--- src/rtl/fb_pkg.sv ---
// fb_pkg: shared constants, types and helpers for the framebuffer write path.
//   SCREEN_W / SCREEN_H : visible resolution (800 x 480)
//   FB_ADDR_W           : framebuffer RAM address width
//   coord_t             : 11-bit coordinate, wide enough that x0+w / y0+h never wrap
//   idx_t               : linear pixel index, wide enough for out-of-screen rows
//   state_t             : writer FSM states
//   mul_const()         : shift-and-add product of a coordinate and a constant
package fb_pkg;

    localparam int SCREEN_W  = 800;
    localparam int SCREEN_H  = 480;
    localparam int FB_ADDR_W = 19;
    localparam int COORD_W   = 11;
    // Largest reachable row is 1023+1023-1 = 2045; 2045*800 needs 21 bits.
    localparam int IDX_W     = 21;

    typedef logic [FB_ADDR_W-1:0] fb_addr_t;
    typedef logic [3:0]           color_idx_t;
    typedef logic [COORD_W-1:0]   coord_t;
    typedef logic [IDX_W-1:0]     idx_t;

    typedef enum logic [1:0] {
        IDLE   = 2'd0,
        FILL   = 2'd1,
        FINISH = 2'd2
    } state_t;

    // y * k built from shifted copies of y, one per set bit of the constant k.
    // With k a constant this folds into a few adders, no multiplier.
    function automatic idx_t mul_const(input coord_t y, input int k);
        idx_t acc;
        acc = '0;
        for (int i = 0; i < IDX_W; i++) begin
            if (k[i]) begin
                acc = acc + (idx_t'(y) << i);
            end
        end
        return acc;
    endfunction

endpackage

--- src/rtl/fb_addr_gen.sv ---
// fb_addr_gen: row-major pixel walker for rectangle fills.
// Holds the x/y counters, the row-base accumulator (y*SCREEN_W, no multiplier)
// and the rectangle bounds. The outputs describe the pixel that will be issued
// at the next clock edge when start or step is high, so the caller can
// register them straight into the RAM write port.
// Ports:
//   clk, rst   : clock, synchronous active-high reset
//   start      : load a new rectangle (x0, y0, w, h); next pixel = (x0, y0)
//   step       : advance to the pixel after the current one
//   x0,y0,w,h  : rectangle, only sampled while start is high
//   addr       : RAM address of the next pixel (halved when HALF_ADDR != 0)
//   in_bounds  : next pixel lies on the visible screen
//   last       : next pixel is the final pixel of the rectangle
module fb_addr_gen
    import fb_pkg::*;
#(
    parameter int HALF_ADDR = 0,
    parameter int ADDR_W    = FB_ADDR_W
) (
    input  logic               clk,
    input  logic               rst,
    input  logic               start,
    input  logic               step,
    input  logic [COORD_W-1:0] x0,
    input  logic [COORD_W-1:0] y0,
    input  logic [COORD_W-1:0] w,
    input  logic [COORD_W-1:0] h,
    output logic [ADDR_W-1:0]  addr,
    output logic               in_bounds,
    output logic               last
);

    localparam coord_t SCREEN_W_C = coord_t'(SCREEN_W);
    localparam coord_t SCREEN_H_C = coord_t'(SCREEN_H);

    coord_t x_q, y_q, x0_q, x_end_q, y_end_q;
    idx_t   row_q;

    coord_t nx, ny, nx_end, ny_end;
    idx_t   nrow, idx;

    always_comb begin
        nx     = x_q;
        ny     = y_q;
        nrow   = row_q;
        nx_end = x_end_q;
        ny_end = y_end_q;
        if (start) begin
            nx     = x0;
            ny     = y0;
            nrow   = mul_const(y0, SCREEN_W);
            nx_end = x0 + w;
            ny_end = y0 + h;
        end else if (x_q + coord_t'(1) == x_end_q) begin
            // End of row: restart at the left column one row down.
            nx   = x0_q;
            ny   = y_q + coord_t'(1);
            nrow = row_q + idx_t'(SCREEN_W);
        end else begin
            nx = x_q + coord_t'(1);
        end
    end

    always_comb begin
        idx       = nrow + idx_t'(nx);
        in_bounds = (nx < SCREEN_W_C) && (ny < SCREEN_H_C);
        last      = (nx + coord_t'(1) == nx_end) && (ny + coord_t'(1) == ny_end);
        // In half mode the two pixels of a pair share one RAM word.
        addr      = ADDR_W'((HALF_ADDR != 0) ? (idx >> 1) : idx);
    end

    always_ff @(posedge clk) begin
        if (rst) begin
            x_q     <= '0;
            y_q     <= '0;
            x0_q    <= '0;
            x_end_q <= '0;
            y_end_q <= '0;
            row_q   <= '0;
        end else begin
            if (start) begin
                x0_q    <= x0;
                x_end_q <= nx_end;
                y_end_q <= ny_end;
            end
            if (start || step) begin
                x_q   <= nx;
                y_q   <= ny;
                row_q <= nrow;
            end
        end
    end

endmodule

--- src/rtl/fb_writer.sv ---
// fb_writer: rectangle-fill engine for the VGA framebuffer write port.
// Accepts one fill command at a time and writes one 4-bit colour index per
// clock, row-major, using the scan-out addressing (y*800 + x, halved for the
// small a35t framebuffer). Off-screen pixels take their cycle with fb_we=0.
// Optional feature macro: FB_WRITER_CLEAR_EN adds the clear port, a
// full-screen fill with colour 0 that wins over cmd_valid while idle.
// Ports:
//   clk, rst        : clock, synchronous active-high reset
//   clear           : full-screen clear request (FB_WRITER_CLEAR_EN only)
//   cmd_valid/ready : command handshake
//   cmd_x0, cmd_y0  : top-left corner
//   cmd_w, cmd_h    : size, zero allowed (no writes, just a done pulse)
//   cmd_color       : colour index
//   fb_we/addr/data : RAM write port, registered
//   busy            : fill in progress
//   done            : one-cycle pulse after the last pixel cycle
module fb_writer
    import fb_pkg::*;
#(
    parameter int FRAMEBUFFER_SIZE = 384000,
    parameter int HALF_ADDR        = (FRAMEBUFFER_SIZE > 192000 ? 0 : 1),
    parameter int ADDR_W           = FB_ADDR_W
) (
    input  logic              clk,
    input  logic              rst,
`ifdef FB_WRITER_CLEAR_EN
    input  logic              clear,
`endif
    input  logic              cmd_valid,
    output logic              cmd_ready,
    input  logic [9:0]        cmd_x0,
    input  logic [9:0]        cmd_y0,
    input  logic [9:0]        cmd_w,
    input  logic [9:0]        cmd_h,
    input  logic [3:0]        cmd_color,
    output logic              fb_we,
    output logic [ADDR_W-1:0] fb_addr,
    output logic [3:0]        fb_data,
    output logic              busy,
    output logic              done
);

    state_t     state;
    logic       in_idle;
    logic       accept_cmd, accept_clr, accept;
    logic       zero_area, start, step, load;
    coord_t     sel_x0, sel_y0, sel_w, sel_h;
    color_idx_t sel_color, color_q, data_q;
    logic       we_q, last_q;

    logic [ADDR_W-1:0] nxt_addr;
    logic              nxt_in_bounds, nxt_last;

    assign in_idle = (state == IDLE);

`ifdef FB_WRITER_CLEAR_EN
    assign accept_clr = in_idle & ~rst & clear;
`else
    assign accept_clr = 1'b0;
`endif

    // Handshake: a command transfers on a rising edge where cmd_valid and
    // cmd_ready are both high. cmd_ready depends only on state and rst (and a
    // competing clear), never on cmd_valid, and all cmd_* fields are captured
    // on that edge; they are ignored until the next transfer.
    assign cmd_ready  = in_idle & ~rst & ~accept_clr;
    assign accept_cmd = cmd_valid & cmd_ready;
    assign accept     = accept_cmd | accept_clr;

    always_comb begin
        sel_x0    = {1'b0, cmd_x0};
        sel_y0    = {1'b0, cmd_y0};
        sel_w     = {1'b0, cmd_w};
        sel_h     = {1'b0, cmd_h};
        sel_color = cmd_color;
        if (accept_clr) begin
            sel_x0    = '0;
            sel_y0    = '0;
            sel_w     = coord_t'(SCREEN_W);
            sel_h     = coord_t'(SCREEN_H);
            sel_color = '0;
        end
    end

    assign zero_area = (sel_w == '0) || (sel_h == '0);
    assign start     = accept & ~zero_area;
    // last_q marks the pixel currently on the write port as the final one.
    assign step      = (state == FILL) & ~last_q;
    assign load      = start | step;

    fb_addr_gen #(
        .HALF_ADDR (HALF_ADDR),
        .ADDR_W    (ADDR_W)
    ) u_addr_gen (
        .clk       (clk),
        .rst       (rst),
        .start     (start),
        .step      (step),
        .x0        (sel_x0),
        .y0        (sel_y0),
        .w         (sel_w),
        .h         (sel_h),
        .addr      (nxt_addr),
        .in_bounds (nxt_in_bounds),
        .last      (nxt_last)
    );

    always_ff @(posedge clk) begin
        if (rst) begin
            state   <= IDLE;
            we_q    <= 1'b0;
            fb_addr <= '0;
            data_q  <= '0;
            last_q  <= 1'b0;
            color_q <= '0;
        end else begin
            we_q   <= load & nxt_in_bounds;
            data_q <= (load & nxt_in_bounds) ? (start ? sel_color : color_q) : '0;
            if (load) begin
                fb_addr <= nxt_addr;
                last_q  <= nxt_last;
            end
            case (state)
                IDLE: begin
                    if (accept) begin
                        color_q <= sel_color;
                        state   <= zero_area ? FINISH : FILL;
                    end
                end
                FILL: begin
                    if (last_q) begin
                        state <= FINISH;
                    end
                end
                FINISH:  state <= IDLE;
                default: state <= IDLE;
            endcase
        end
    end

    // Reset aborts the write in the very cycle it is asserted, not one later.
    assign fb_we   = we_q & ~rst;
    assign fb_data = rst ? 4'd0 : data_q;
    assign busy    = (state == FILL);
    assign done    = (state == FINISH);

endmodule

--- config.mk ---
export PLATFORM = sky130hd
export DESIGN_NAME = fb_writer
export DESIGN_NICKNAME = d
export VERILOG_FILES = /design/src/rtl/fb_pkg.sv /design/src/rtl/fb_addr_gen.sv /design/src/rtl/fb_writer.sv
export SDC_FILE = /design/constraint.sdc
export NUM_CORES = 1
export LEC_CHECK = 0
export CAP_MARGIN = 20
export CORE_AREA = 2 2 148 150
export CTS_BUF_LIST = sky130_fd_sc_hd__clkbuf_4 sky130_fd_sc_hd__clkbuf_8
export CTS_CLUSTER_SIZE = 40
export DETAILED_ROUTE_END_ITERATION = 8
export DIE_AREA = 0 0 150 152
export PLACE_DENSITY = 0.6
export SYNTH_ARGS = -nofsm -noshare
export SYNTH_HDL_FRONTEND = slang
export SYNTH_SLANG_ARGS = --single-unit
--- constraint.sdc ---
create_clock -name clk -period 15.55 [get_ports clk]
set_input_delay 2.3325 -clock clk [delete_from_list [all_inputs] [get_ports clk]]
set_output_delay 2.3325 -clock clk [all_outputs]
set_load 0.05 [all_outputs]
* After elaboration in Yosys (flattened, before gate mapping)
Index checks and enable logic that the tools add are counted.
** Operators by class
- Reduce and logical (&&, ||, !) cells :: 10
- Bitwise gates (word level) :: 11
- Add/subtract/negate cells :: 10
- Order comparisons :: 2
- Equality and inequality tests :: 7
- Muxes and demuxes :: 16
** Operators by type and width (number)
- 21-bit two-way mux :: 4
- 11-bit two-way mux :: 6
- 11-bit by 1-bit adder with 11-bit output, second input constant :: 4
- 11-bit equality test :: 3
- 10-bit by 10-bit adder with 11-bit output :: 2
- 11-bit logical NOT :: 2
- 21-bit by 10-bit adder with 21-bit output, second input constant :: 1
- 21-bit by 18-bit adder with 21-bit output :: 1
- 21-bit by 19-bit adder with 21-bit output :: 1
- 19-bit by 11-bit adder with 19-bit output :: 1
- 11-bit by 10-bit less-than comparator with 1-bit output, second input constant :: 1
- 11-bit by 9-bit less-than comparator with 1-bit output, second input constant :: 1
- 4-bit two-way mux :: 2
- 1-bit bitwise AND :: 6
- 2-bit two-way mux :: 3
- 2-bit by 1-bit inequality test with 1-bit output, second input constant :: 2
- 1-bit inverter :: 4
- 2-bit case mux with 2 select lines :: 1
- 2-bit AND reduction :: 2
- 2-bit by 1-bit equality test with 1-bit output, second input constant :: 1
- 2-bit equality test, second input constant :: 1
- 1-bit logical AND :: 2
- 2-bit logical NOT :: 1
- 1-bit logical OR :: 2
- other kinds (2) :: 2
** Storage, ports and cells
- Logic and storage cells :: 68
- Input bits :: 47
- Bits in registers :: 106
- Output and inout bits :: 27

* Logic depth before layout (Yosys ltp)
Gate-level depths: netlist (run 1).
- Depth in word-level cells :: 10
- Mapped depth :: 23
- Depth with buffers taken out :: 19

* Cells and area by module
From an unflattened synthesis (run 1), not the netlist that was laid out.
** Unflattened totals
- Cells, all modules :: 1140
- Area, all modules :: 8903.5 um^2
** Modules (own cells, without submodules)
- fb_addr_gen :: sequential area each 1481.4 um^2, times used 1, cells each 995, area an instance 7449.6 um^2
- fb_writer :: sequential area each 620.6 um^2, times used 1, cells each 145, area an instance 1453.9 um^2

* Worst setup path before layout (run 1)
No wires, ideal clock.
- Kind :: input-to-reg
- Start :: input port rst
- End :: register last_q
- Path buffers :: 8
- Setup time :: 0.059 ns
- Stages :: 23
- Data arrival time :: 7.695 ns
- Setup slack :: 7.796 ns
- Data required time :: 15.491 ns
- Cell sequence :: buf_2 nor3_1 and2_1 buf_2 and3_1 buf_6 buf_4 buf_4 clkbuf_1 clkbuf_1 buf_1 nor2_1 nor2_1 ha_1 nand3_1 o21ai_0 a2111oi_0 o2111ai_1 a211oi_1 o21ai_0 or4_1 a2111oi_1 a22o_1
** Between the ends
- Word-level cells in the longest chain between the ends :: 8
- Elaborated cells between the ends (all ways) :: 14
- Classes of those cells :: 2 x add/sub; 2 x eq/ne; 4 x mux; 5 x bitwise; 1 x reduce/logical
** RTL lines
- start: declaration :: RTL line fb_writer.sv:25 : input logic rst,
- 1-bit inverter :: RTL line fb_writer.sv:66 : assign cmd_ready = in_idle & ~rst & ~accept_clr;
- 1-bit bitwise AND :: RTL line fb_writer.sv:66
- net cmd_ready :: RTL line fb_writer.sv:30 : output logic cmd_ready,
- 1-bit bitwise AND :: RTL line fb_writer.sv:67 : assign accept_cmd = cmd_valid & cmd_ready;
- 1-bit bitwise AND :: RTL line fb_writer.sv:86 : assign start = accept & ~zero_area;
- 11-bit two-way mux :: RTL line fb_addr_gen.sv:48 : if (start) begin
- net u_addr_gen.ny[0] :: RTL line fb_addr_gen.sv:39 : coord_t nx, ny, nx_end, ny_end;
- 11-bit by 1-bit adder with 11-bit output :: RTL line fb_addr_gen.sv:67 : last = (nx + coord_t'(1) == nx_end) && (ny + coord_t'(1) == ny_end);
- 11-bit equality test :: RTL line fb_addr_gen.sv:67
- 1-bit logical AND :: RTL line fb_addr_gen.sv:67
- end signal: assignment :: RTL line fb_writer.sv:121 : last_q <= nxt_last;
- end: declaration :: RTL line fb_writer.sv:49 : logic we_q, last_q;
The timed path passes the listed nets, and every way through them passes these cells.
A chain may end at the register's enable or synchronous reset.

* Worst setup path after layout (run 1)
- Start :: input port cmd_w[1]
- End :: register last_q
** Between the ends
- Word-level cells in the longest chain between the ends :: 8
- Elaborated cells between the ends (all ways) :: 15
- Classes of those cells :: 3 x add/sub; 2 x eq/ne; 4 x mux; 3 x bitwise; 3 x reduce/logical
** RTL lines
- start: declaration :: RTL line fb_writer.sv:33 : input logic [9:0] cmd_w,
- 11-bit logical NOT :: RTL line fb_writer.sv:85 : assign zero_area = (sel_w == '0) || (sel_h == '0);
- 1-bit logical OR :: RTL line fb_writer.sv:85
- 1-bit inverter :: RTL line fb_writer.sv:86
- 1-bit bitwise AND :: RTL line fb_writer.sv:86
- 11-bit two-way mux :: RTL line fb_addr_gen.sv:48
- net u_addr_gen.ny[1] :: RTL line fb_addr_gen.sv:39
- 11-bit by 1-bit adder with 11-bit output :: RTL line fb_addr_gen.sv:67
- 11-bit equality test :: RTL line fb_addr_gen.sv:67
- 1-bit logical AND :: RTL line fb_addr_gen.sv:67
The timed path passes the listed nets, and every way through them passes these cells.

==> results of run 1 <==
-- cell type report --
type | count | area, µm² | area share, %
inverter | 30 | 113 | 1.22
multi-input combinational | 884 | 5760 | 62.2
tap | 280 | 350 | 3.78
timing repair buffer | 79 | 773 | 8.35
sequential | 104 | 2080 | 22.5
clock buffer | 12 | 153 | 1.65
clock inverter | 4 | 30.0 | 0.324
-- state kept, by name (all words and copies together), names as in the netlist --
register / flops
u_addr_gen.x0_q: 10
u_addr_gen.row_q: 19
u_addr_gen.y_end_q: 11
u_addr_gen.y_q: 11
u_addr_gen.x_q: 11
state: 2
last_q: 1
fb_addr: 19
u_addr_gen.x_end_q: 11
we_q: 1
data_q: 4
color_q: 4
-- Yosys cell counts, types with 6 or more instances --
cell	number	share of area, %
clkbuf_1	30	1.4
and2_1	9	0.69
nand3_1	40	2.4
nor3_1	28	1.7
or2_2	7	0.54
or4_1	8	0.73
inv_1	30	1.4
a211oi_1	21	1.9
nand2b_1	17	1.3
a21o_1	11	1.0
a21oi_1	104	6.4
nor2b_1	16	1.2
and3_1	15	1.1
buf_2	9	0.55
o21ai_0	34	2.1
a31oi_1	8	0.61
nand2_1	137	6.3
nand4_1	16	1.2
ha_1	49	7.5
nor4_1	10	0.77
xor2_1	36	3.9
or3_1	6	0.46
o211ai_1	8	0.73
xnor2_1	60	6.4
mux2i_1	7	0.86
dfxtp_1	104	25
nor2_1	118	5.4
o21bai_1	15	1.4
-- cell families after synthesis --
| group | count (synthesis) | synth area share (%) |
|---|---|---|
| mux | 7 | 0.857 |
| simple gates | 460 | 27.9 |
| flops | 104 | 25.5 |
| compound gates | 262 | 21.3 |
| fa+ha+maj | 54 | 8.73 |
| buf+inv | 80 | 4.23 |
| xor+xnor | 101 | 11.5 |
-- routing by layer --
metal / track usage [%] / wire length (µm)
met1: 27.3 / 10600
met2: 35.2 / 11200
met3: 2.13 / 958
met4: 6.15 / 396
met5: 0 / 0
-- worst max path at each step --
stage / startpoint / to
after floorplan: rst / last_q
after global placement: cmd_w[1] / last_q
after detailed placement: cmd_w[1] / last_q
after CTS: cmd_w[1] / last_q
after global routing: cmd_w[1] / last_q
final: cmd_w[1] / last_q
-- stage by stage --
step | cells | hold slack, ps | setup slack, ps | power (mW)
2_1_floorplan | 1068 | 432 | 7800 | 0.535
3_3_place_gp | 1377 | 441 | 8370 | 0.622
3_5_place_dp | 1377 | 448 | 8200 | 0.623
4_1_cts | 1393 | 462 | 8600 | 0.790
5_1_grt | 1393 | 487 | 8040 | 0.833
6_report | 1393 | 457 | 8550 | 0.787
-- power by group --
group          switching, mW  total, mW  internal, mW
clock                  0.101      0.168        0.0667
combinational          0.193      0.315         0.123
sequential            0.0185      0.304         0.285
total                  0.313      0.787         0.475
-- layout by cell type, fill, tap and decap left out, drive strengths merged, types with 11 or more instances in the layout --
cell type and n:
nand2 138, nor2 120, a21oi 105, dfxtp 104
clkdlybuf4s50 72, xnor2 61, ha 49, nand3 44
o21ai 38, xor2 37, inv 30, nor3 29
a211oi 21, nand2b 17, nand4 16, nor2b 16
and3 16, o21bai 15, nor4 12, clkbuf 12
a21o 11, o211ai 11
-- worst reg2reg max path, cell delays in order (launching register included) --
cell,delay (ps)
dfxtp_1,520
ha_1,370
xor2_1,380
xnor2_1,200
o2111a_1,240
nand4_1,540
o21ai_0,390
o211ai_1,330
ha_1,410
xnor2_1,150
a2111oi_0,400
o2111ai_1,180
a211oi_1,230
o21ai_0,120
or4_1,510
a2111oi_1,370
a22o_1,170
==> reports/metrics.csv, run 1 <==
stage,metric,value,unit
outcome,status,finished clean,
critical_path,slowest CP cell,or4_1,
sta,fin crit share,45.0,%
synthesis,Mean Syn Cell Area,7.65,µm²
sta,Worst-Margin Slew,913,ps
critical_path,critical path depth,16,
critical_path,worst path buffer plus inverter count,2,
floorplan,Die X,150,µm
sta,Final Slew Violations,0,
cts,# Post-CTS Setup Buffers,0,
placed_design,# port buffers,73,
synthesis,Seq cells post-synth,104,
cts,clock tree buffer depth,2,
layout,filler cell count,2231,
cts,cts bufs inserted,9,
cts,Root Buffer,clkbuf_8,
cts,"Reg clk slew, reported paths",100,ps
sta,relative slew slack,39.1,%
placed_design,RD Place Congestion,0.851,
detailed_routing,post-route ant nets,0,
hold_path,Hold Path End,fb_addr[2],
detailed_routing,via count,7654,
critical_path,crit end category,register,
run,MaxCap Viol Count,0,
sta,RSZ-0062 raised after global routing,no,
hold_path,hold depth,2,
cts,post-cts resize count,0,
critical_path,Crit path largest cell delay,510,ps
floorplan,Die Area,0.0228,mm²
critical_path,R2R depth,16,
placed_design,Detailed Place HPWL,17500,µm
hold_path,min-delay src,fb_addr[2],
sta,Max Freq,0.143,GHz
synthesis,Netlist cell types,90,
detailed_routing,DR vias/cell,5.49,
synthesis,ys flop type,dfxtp_1,
cts,CTS tree,done,
hold_path,hold crit path type,register to register,
synthesis,sequential area share after synthesis,25.5,%
grt,first-pass GRT wire length,37800,µm
critical_path,Setup Crit Path Kind,input pin to register,
layout,final instance area,0.00926,mm²
critical_path,R2R Path Start,u_addr_gen.x_q[0],
detailed_routing,WL final,23200,µm
layout,layout cells sized above 1,5.75,%
critical_path,worst path arrival time,7340,ps
synthesis,Post-synth EDFFs,0,
sta,final setup skew,13.6,ps
cts,clk sinks,104,
power_and_ir_drop,Power Density,85.0,mW/mm²
grt,largest net degree at the start of global routing,84,
critical_path,CP Launch Type,input pin,
cts,"Clk Latency, worst-skew pair",400,ps
floorplan,Rows,54,
critical_path,reg2reg setup slack,9990,ps
floorplan,die height,152,µm
critical_path,CP required,15900,ps
critical_path,worst-path maximum fanout,49,
detailed_routing,drt pass-1 iters,5,
critical_path,sequence of cells on the critical path,clkdlybuf4s50_1 -> nor4_1 -> nand3_1 -> and3_2 -> buf_4 -> o311a_1 -> ha_1 -> nand3_1 -> o21ai_0 -> a2111oi_0 -> o2111ai_1 -> a211oi_1 -> o21ai_0 -> or4_1 -> a2111oi_1 -> a22o_1,
floorplan,I/O pin cnt,74,
power_and_ir_drop,P_leak,3.50,nW
synthesis,"Async S/R FF share, synth",0,%
layout,nets@finish,1209,
synthesis,Synth Instances,1068,
sta,Fin. Hold Viols,0,
detailed_routing,initial DRC count,534,
layout,Layout area overhead,13.4,%
synthesis,synthesized area,0.00817,mm²
cts,CTS hold repair buffers,0,
detailed_routing,# DRC,0,
floorplan,core area,0.0214,mm²
detailed_routing,Avg WL per Cell,16.7,µm
critical_path,Reg-to-Reg End,last_q,
layout,# diodes,0,
floorplan,initial core utilization,38.3,%
power_and_ir_drop,Peak VDD IR,32.9,µV
grt,initial antenna violation count,0,
sta,setup total negative slack,0,ps
sta,minimum clock period,7000,ps
grt,grt ovf,0,
grt,GRT Overall Usage,20.6,%
critical_path,"delay-heaviest family, CP",compound AO/OA/AOI/OAI gates,
synthesis,Post-Syn Nets,1169,
cts,H-tree levels,3,
synthesis,synth warn,0,
layout,fin util,43.4,%
placed_design,Placement Cell Area,0.00908,mm²
grt,vias in the first global route,7192,
sta,endpoints failing setup,0,
No activity file was read; power rests on OpenSTA's default activity.
==> inputs of run 2 (changes only) <==
clock period = 6.5 ns   (was 15.55 ns; I/O delays follow)
==> reports/metrics.csv, run 2 (synthesized netlist as in run 1, its figures left out) <==
stage,metric,value,unit,change
layout,nets@finish,1216,,+0.58%
grt,GRT Overall Usage,20.7,%,+0.12 points
sta,RSZ-0062 raised after global routing,no,,
critical_path,slowest CP cell,o211ai_1,,
placed_design,Placement Cell Area,0.00913,mm²,+0.58%
layout,"commonest cells after routing, fill and taps aside","136 x nand2_1, 117 x nor2_1, 104 x a21oi_1, 104 x dfxtp_1, 72 x clkdlybuf4s50_1",,
cts,Root Buffer,clkbuf_8,,
layout,final instance area,0.00932,mm²,+0.57%
floorplan,I/O pin cnt,74,,unchanged
critical_path,Setup Crit Path Kind,register to register,,
detailed_routing,DR vias/cell,5.49,,about the same
layout,Post-Layout Cell Count,1400,,+0.50%
detailed_routing,initial DRC count,508,,-4.9%
sta,relative slew slack,38.1,%,-1.1 points
layout,Largest regs,"fb_addr x19, u_addr_gen.row_q x19",,
cts,# Post-CTS Setup Buffers,0,,unchanged
layout,# diodes,0,,unchanged
placed_design,placed instance count,1384,,+0.51%
sta,minimum clock period,5350,ps,
critical_path,worst path buffer plus inverter count,0,,-2
critical_path,CP Launch Type,register,,
sta,endpoints failing setup,0,,unchanged
cts,cts bufs inserted,9,,unchanged
detailed_routing,# DRC,0,,unchanged
cts,post-cts resize count,0,,unchanged
detailed_routing,via count,7687,,+0.43%
critical_path,Reg-to-Reg End,last_q,,
floorplan,die height,152,µm,unchanged
detailed_routing,drt pass-1 iters,5,,unchanged
hold_path,hold depth,2,,unchanged
critical_path,worst path arrival time,5690,ps,-1650 ps
sta,Fin. Hold Viols,0,,unchanged
cts,H-tree levels,3,,unchanged
hold_path,hold crit path type,register to register,,
hold_path,Hold Path End,fb_addr[2],,
cts,clock tree buffer depth,2,,unchanged
critical_path,Crit path largest cell delay,560,ps,+50 ps
outcome,status,finished clean,,
grt,first-pass GRT wire length,37800,µm,+0.13%
critical_path,worst-path maximum fanout,25,,-49%
cts,CTS tree,done,,
layout,"commonest non-fill, non-tap cell in the layout",nand2_1,,
sta,Worst-Margin Slew,929,ps,+16.2 ps
detailed_routing,WL final,23400,µm,+0.95%
sta,final setup skew,13.9,ps,+0.304 ps
critical_path,R2R Path Start,u_addr_gen.x_q[0],,
sta,setup total negative slack,0,ps,unchanged
floorplan,Die X,150,µm,unchanged
run,MaxCap Viol Count,0,,unchanged
floorplan,Die Area,0.0228,mm²,unchanged
cts,CTS hold repair buffers,0,,unchanged
grt,initial antenna violation count,0,,unchanged
floorplan,Rows,54,,unchanged
grt,largest net degree at the start of global routing,84,,unchanged
detailed_routing,Avg WL per Cell,16.7,µm,+0.45%
critical_path,R2R depth,16,,unchanged
power_and_ir_drop,Power Density,202,mW/mm²,+140%
detailed_routing,post-route ant nets,0,,unchanged
sta,Final Slew Violations,0,,unchanged
floorplan,initial core utilization,38.3,%,unchanged
cts,"Clk Latency, worst-skew pair",390,ps,about the same
critical_path,"delay-heaviest family, CP",compound AO/OA/AOI/OAI gates,,
sta,Max Freq,0.187,GHz,
critical_path,reg2reg setup slack,1150,ps,-8840 ps
cts,"Reg clk slew, reported paths",100,ps,about the same
placed_design,RD Place Congestion,0.819,,-3.7%
critical_path,CP required,6840,ps,-9060 ps
layout,layout cells sized above 1,6.34,%,+0.59 points
layout,Layout area overhead,14.0,%,
critical_path,crit end category,register,,
critical_path,sequence of cells on the critical path,ha_1 -> xor2_1 -> xnor2_1 -> o2111a_1 -> and4_4 -> nand2_4 -> o211ai_1 -> ha_1 -> xnor2_1 -> a2111oi_0 -> o2111ai_1 -> a211oi_1 -> o21ai_0 -> or4_1 -> a2111oi_1 -> a22o_1,,
grt,vias in the first global route,7236,,+0.61%
grt,grt ovf,0,,unchanged
hold_path,min-delay src,fb_addr[2],,
power_and_ir_drop,P_leak,3.53,nW,+0.70%
floorplan,core area,0.0214,mm²,unchanged
cts,clk sinks,104,,unchanged
placed_design,Detailed Place HPWL,17500,µm,+0.54%
power_and_ir_drop,Peak VDD IR,77.3,µV,+140%
sta,fin crit share,82.3,%,
placed_design,# port buffers,73,,unchanged
==> run 2: metrics by stage <==
| step | setup WS, ps | utilization, % | power (mW) | hold slack, ps |
|---|---|---|---|---|
| after floorplan | 104 | - | 1.28 | 432 |
| after global placement | 992 | 42.8 | 1.50 | 442 |
| after detailed placement | 791 | 42.8 | 1.50 | 445 |
| after CTS | 1200 | 43.6 | 1.89 | 461 |
| after global routing | 756 | 43.6 | 2.00 | 477 |
| final | 1150 | 43.6 | 1.88 | 458 |
==> run 2: final cells by class <==
type	count	area [µm²]
Sequential cell	104	2080
Fill cell	2237	12000
Tap cell	280	350
Clock inverter	6	45.0
Clock buffer	10	138
Inverter	30	113
Timing Repair Buffer	86	826
Multi-Input combinational cell	884	5760
==> run 2: worst max path at each step <==
stage,slack (ps),from,to,cells past startpoint
final,1150,u_addr_gen.x_q[0],last_q,16
after global routing,760,u_addr_gen.x_q[0],last_q,19
after CTS,1200,cmd_w[1],last_q,16
after detailed placement,790,cmd_w[1],last_q,16
after global placement,990,cmd_w[1],last_q,16
after floorplan,100,rst,last_q,23
==> run 2: worst register-to-register path, cell delays in order, from the launching register on <==
cell	delay [ps]
dfxtp_1	520
ha_1	380
xor2_1	340
xnor2_1	210
o2111a_1	250
and4_4	340
nand2_4	270
o211ai_1	560
ha_1	340
xnor2_1	150
a2111oi_0	350
o2111ai_1	190
a211oi_1	210
o21ai_0	120
or4_1	510
a2111oi_1	390
a22o_1	180
==> run 2: layer usage <==
layer  GRT usage, %  up-vias  part of all wire, %  wire (µm)
met1           27.7     3608                   46      10700
met3           1.68       23                  3.7        868
met2           35.7      147                   49      11500
li1               -     3909                    -          -
met4           5.75        0                  1.4        336
met5              0        -                    0          0
==> run 2: report_power, final <==
part	total [mW]	internal [mW]	switching (mW)
clock	0.396	0.151	0.245
combinational	0.760	0.300	0.460
sequential	0.728	0.682	0.0451
==> inputs of run 3 (changes only) <==
PLACE_DENSITY = 0.62   (was 0.6)
clock period = 4.32 ns   (was 6.5 ns; I/O delays follow)
==> reports/metrics.csv, run 3 (synthesized netlist as in run 1, its figures left out) <==
stage,metric,value,unit,change
outcome,status,finished clean,,
critical_path,"delay-heaviest family, CP",compound AO/OA/AOI/OAI gates,,
detailed_routing,initial DRC count,555,,+9.3%
sta,Fin. Hold Viols,0,,unchanged
cts,Root Buffer,clkbuf_8,,
detailed_routing,Avg WL per Cell,16.0,µm,-4.2%
placed_design,RD Place Congestion,0.916,,+12%
detailed_routing,drt pass-1 iters,5,,unchanged
sta,Max Freq,0.239,GHz,+28%
floorplan,Rows,54,,unchanged
hold_path,hold crit path type,register to register,,
grt,met1 usage,29.8,%,+2.1 points
critical_path,Crit path largest cell delay,410,ps,-150 ps
critical_path,R2R Path Start,u_addr_gen.x_q[1],,
critical_path,slowest CP cell,or4_1,,
critical_path,worst path buffer plus inverter count,2,,+2
detailed_routing,via count,8587,,+12%
layout,layout cells sized above 1,22.9,%,+17 points
critical_path,CP required,4670,ps,-2170 ps
floorplan,core area,0.0214,mm²,unchanged
placed_design,Detailed Place HPWL,19400,µm,+11%
sta,Worst-Margin Slew,615,ps,-314 ps
cts,CTS tree,done,,
hold_path,hold depth,2,,unchanged
power_and_ir_drop,Power Density,290,mW/mm²,+43%
sta,fin worst setup slack,142,ps,-1010 ps
run,MaxCap Viol Count,0,,unchanged
placed_design,# port buffers,73,,unchanged
critical_path,R2R depth,20,,+4
grt,met3 Usage GRT,2.76,%,+1.1 points
sta,fin crit share,96.7,%,+14 points
critical_path,sequence of cells on the critical path,buf_4 -> and3_2 -> xnor2_1 -> a22oi_1 -> nand3_1 -> nor4_4 -> buf_4 -> xor2_2 -> nor2_1 -> nor2_1 -> ha_2 -> nand3_1 -> o21ai_0 -> a2111oi_2 -> o2111ai_1 -> a211oi_2 -> o21ai_1 -> or4_1 -> a2111oi_2 -> a22o_1,,
sta,minimum clock period,4180,ps,-1170 ps
sta,endpoints failing setup,0,,unchanged
layout,# diodes,0,,unchanged
layout,Layout area overhead,34.7,%,
critical_path,crit end category,register,,
detailed_routing,# DRC,0,,unchanged
hold_path,Hold Path End,fb_addr[10],,
power_and_ir_drop,Peak VDD IR,133,µV,+72%
cts,"Clk Latency, worst-skew pair",400,ps,about the same
layout,"commonest cells after routing, fill and taps aside","187 x buf_4, 136 x nand2_1, 117 x nor2_1",,
hold_path,min-delay src,fb_addr[10],,
cts,clock tree buffer depth,2,,unchanged
cts,"Reg clk slew, reported paths",100,ps,about the same
cts,H-tree levels,3,,unchanged
layout,nets@finish,1396,,+15%
grt,initial antenna violation count,0,,unchanged
grt,GRT Overall Usage,22.5,%,+1.8 points
cts,clk sinks,104,,unchanged
sta,relative slew slack,59.0,%,+21 points
layout,FF+latch area,0.00210,mm²,+0.90%
sta,Final Slew Violations,0,,unchanged
detailed_routing,post-route ant nets,0,,unchanged
grt,met2 usage,36.7,%,+0.98 points
floorplan,die height,152,µm,unchanged
layout,filler cell count,2061,,-7.9%
grt,vias in the first global route,8254,,+14%
critical_path,Reg-to-Reg End,last_q,,
grt,grt ovf,0,,unchanged
critical_path,worst-path maximum fanout,5,,-80%
critical_path,reg2reg setup slack,140,ps,-1010 ps
layout,area of the multi-input gates,0.00602,mm²,+4.5%
critical_path,Setup Crit Path Kind,register to register,,
floorplan,initial core utilization,38.3,%,unchanged
sta,final setup skew,9.10,ps,-4.81 ps
floorplan,I/O pin cnt,74,,unchanged
power_and_ir_drop,P_leak,4.48,nW,+27%
floorplan,Die Area,0.0228,mm²,unchanged
cts,cts bufs inserted,9,,unchanged
sta,worst hold slack,456,ps,-2.57 ps
grt,first-pass GRT wire length,41300,µm,+9.2%
placed_design,dpl ws,-360,ps,-1150 ps
grt,gr busiest metal,met2,,
layout,Largest regs,"fb_addr x19, u_addr_gen.row_q x19",,
detailed_routing,WL final,25300,µm,+8.0%
critical_path,worst path arrival time,4520,ps,-1170 ps
grt,largest net degree at the start of global routing,56,,-33%
sta,RSZ-0062 raised after global routing,yes,,
detailed_routing,DR vias/cell,5.44,,-0.96%
floorplan,Die X,150,µm,unchanged
critical_path,CP Launch Type,register,,
layout,"commonest non-fill, non-tap cell in the layout",buf_4,,
## run 3: cell types whose count changed in the layout (fill, tap and decap cells not counted), moves of 4 or more
cell | previous run | this run
buf_4 | 14 | 187
buf_6 | 0 | 5
dfxtp_1 | 104 | 95
dfxtp_2 | 0 | 6
ha_1 | 49 | 45
nor3_1 | 28 | 24
nor4_1 | 10 | 6
nor4_2 | 1 | 5
o21ai_0 | 34 | 29
o21ai_1 | 4 | 8
## run 3: cell type report
type	instances	area share [%]
Timing Repair Buffer	266	20.2
Sequential cell	104	19.1
Clock buffer	10	1.25
Tap cell	280	3.18
Multi-Input combinational cell	884	54.7
Clock inverter	5	0.523
Inverter	30	1.02
## run 3: worst max path at each step
stage	startpoint	endpoint	slack, ps	cells past startpoint
floorplan	rst	fb_addr[18]	-350	23
global placement	cmd_w[1]	fb_addr[18]	-280	17
detailed placement	cmd_w[1]	last_q	-360	15
CTS	u_addr_gen.x_q[0]	last_q	-20	20
global route	u_addr_gen.x_q[0]	fb_addr[14]	-130	18
finish	u_addr_gen.x_q[1]	last_q	140	20
## run 3: timing repair
item / 4_1_cts / 5_1_grt
gates resized for setup: 6 / 53
gates cloned: 0 / 0
hold buffers: 0 / 0
pin swaps: 1 / 32
setup buffers: 0 / 11
setup endpoints to repair: 5 / 13
## run 3: metrics by stage
stage / util (%) / cell area (µm²) / setup TNS (ps) / cells / power (mW)
CTS: 50.1 / 10700 / -17.4 / 1568 / 3.13
floorplan: - / 8360 / -2310 / 1068 / 1.95
global route: 51.6 / 11000 / -456 / 1579 / 3.39
finish: 51.6 / 11000 / 0 / 1579 / 3.19
global placement: 49.2 / 10500 / -1890 / 1553 / 2.47
detailed placement: 49.2 / 10500 / -2630 / 1553 / 2.49
## run 3: tightest hold or removal path, cell delays in order, from the launching register on
cell and delay, ps:
dfxtp_1 320, nand2_1 50, a21oi_1 50
## run 3: where the power goes
group | internal [mW] | total (mW) | switching, mW | leakage, nW
Combinational | 0.678 | 1.46 | 0.778 | 3.54
Clock | 0.280 | 0.643 | 0.364 | 0.0904
Sequential | 1.03 | 1.09 | 0.0644 | 0.854
Total | 1.99 | 3.19 | 1.21 | 4.48
## run 3: per-layer routing
metal / vias to the layer above / share of wire [%]
met5: - / 0
met4: 0 / 3.6
met3: 61 / 4.2
met2: 236 / 47
met1: 4023 / 45
li1: 4267 / -
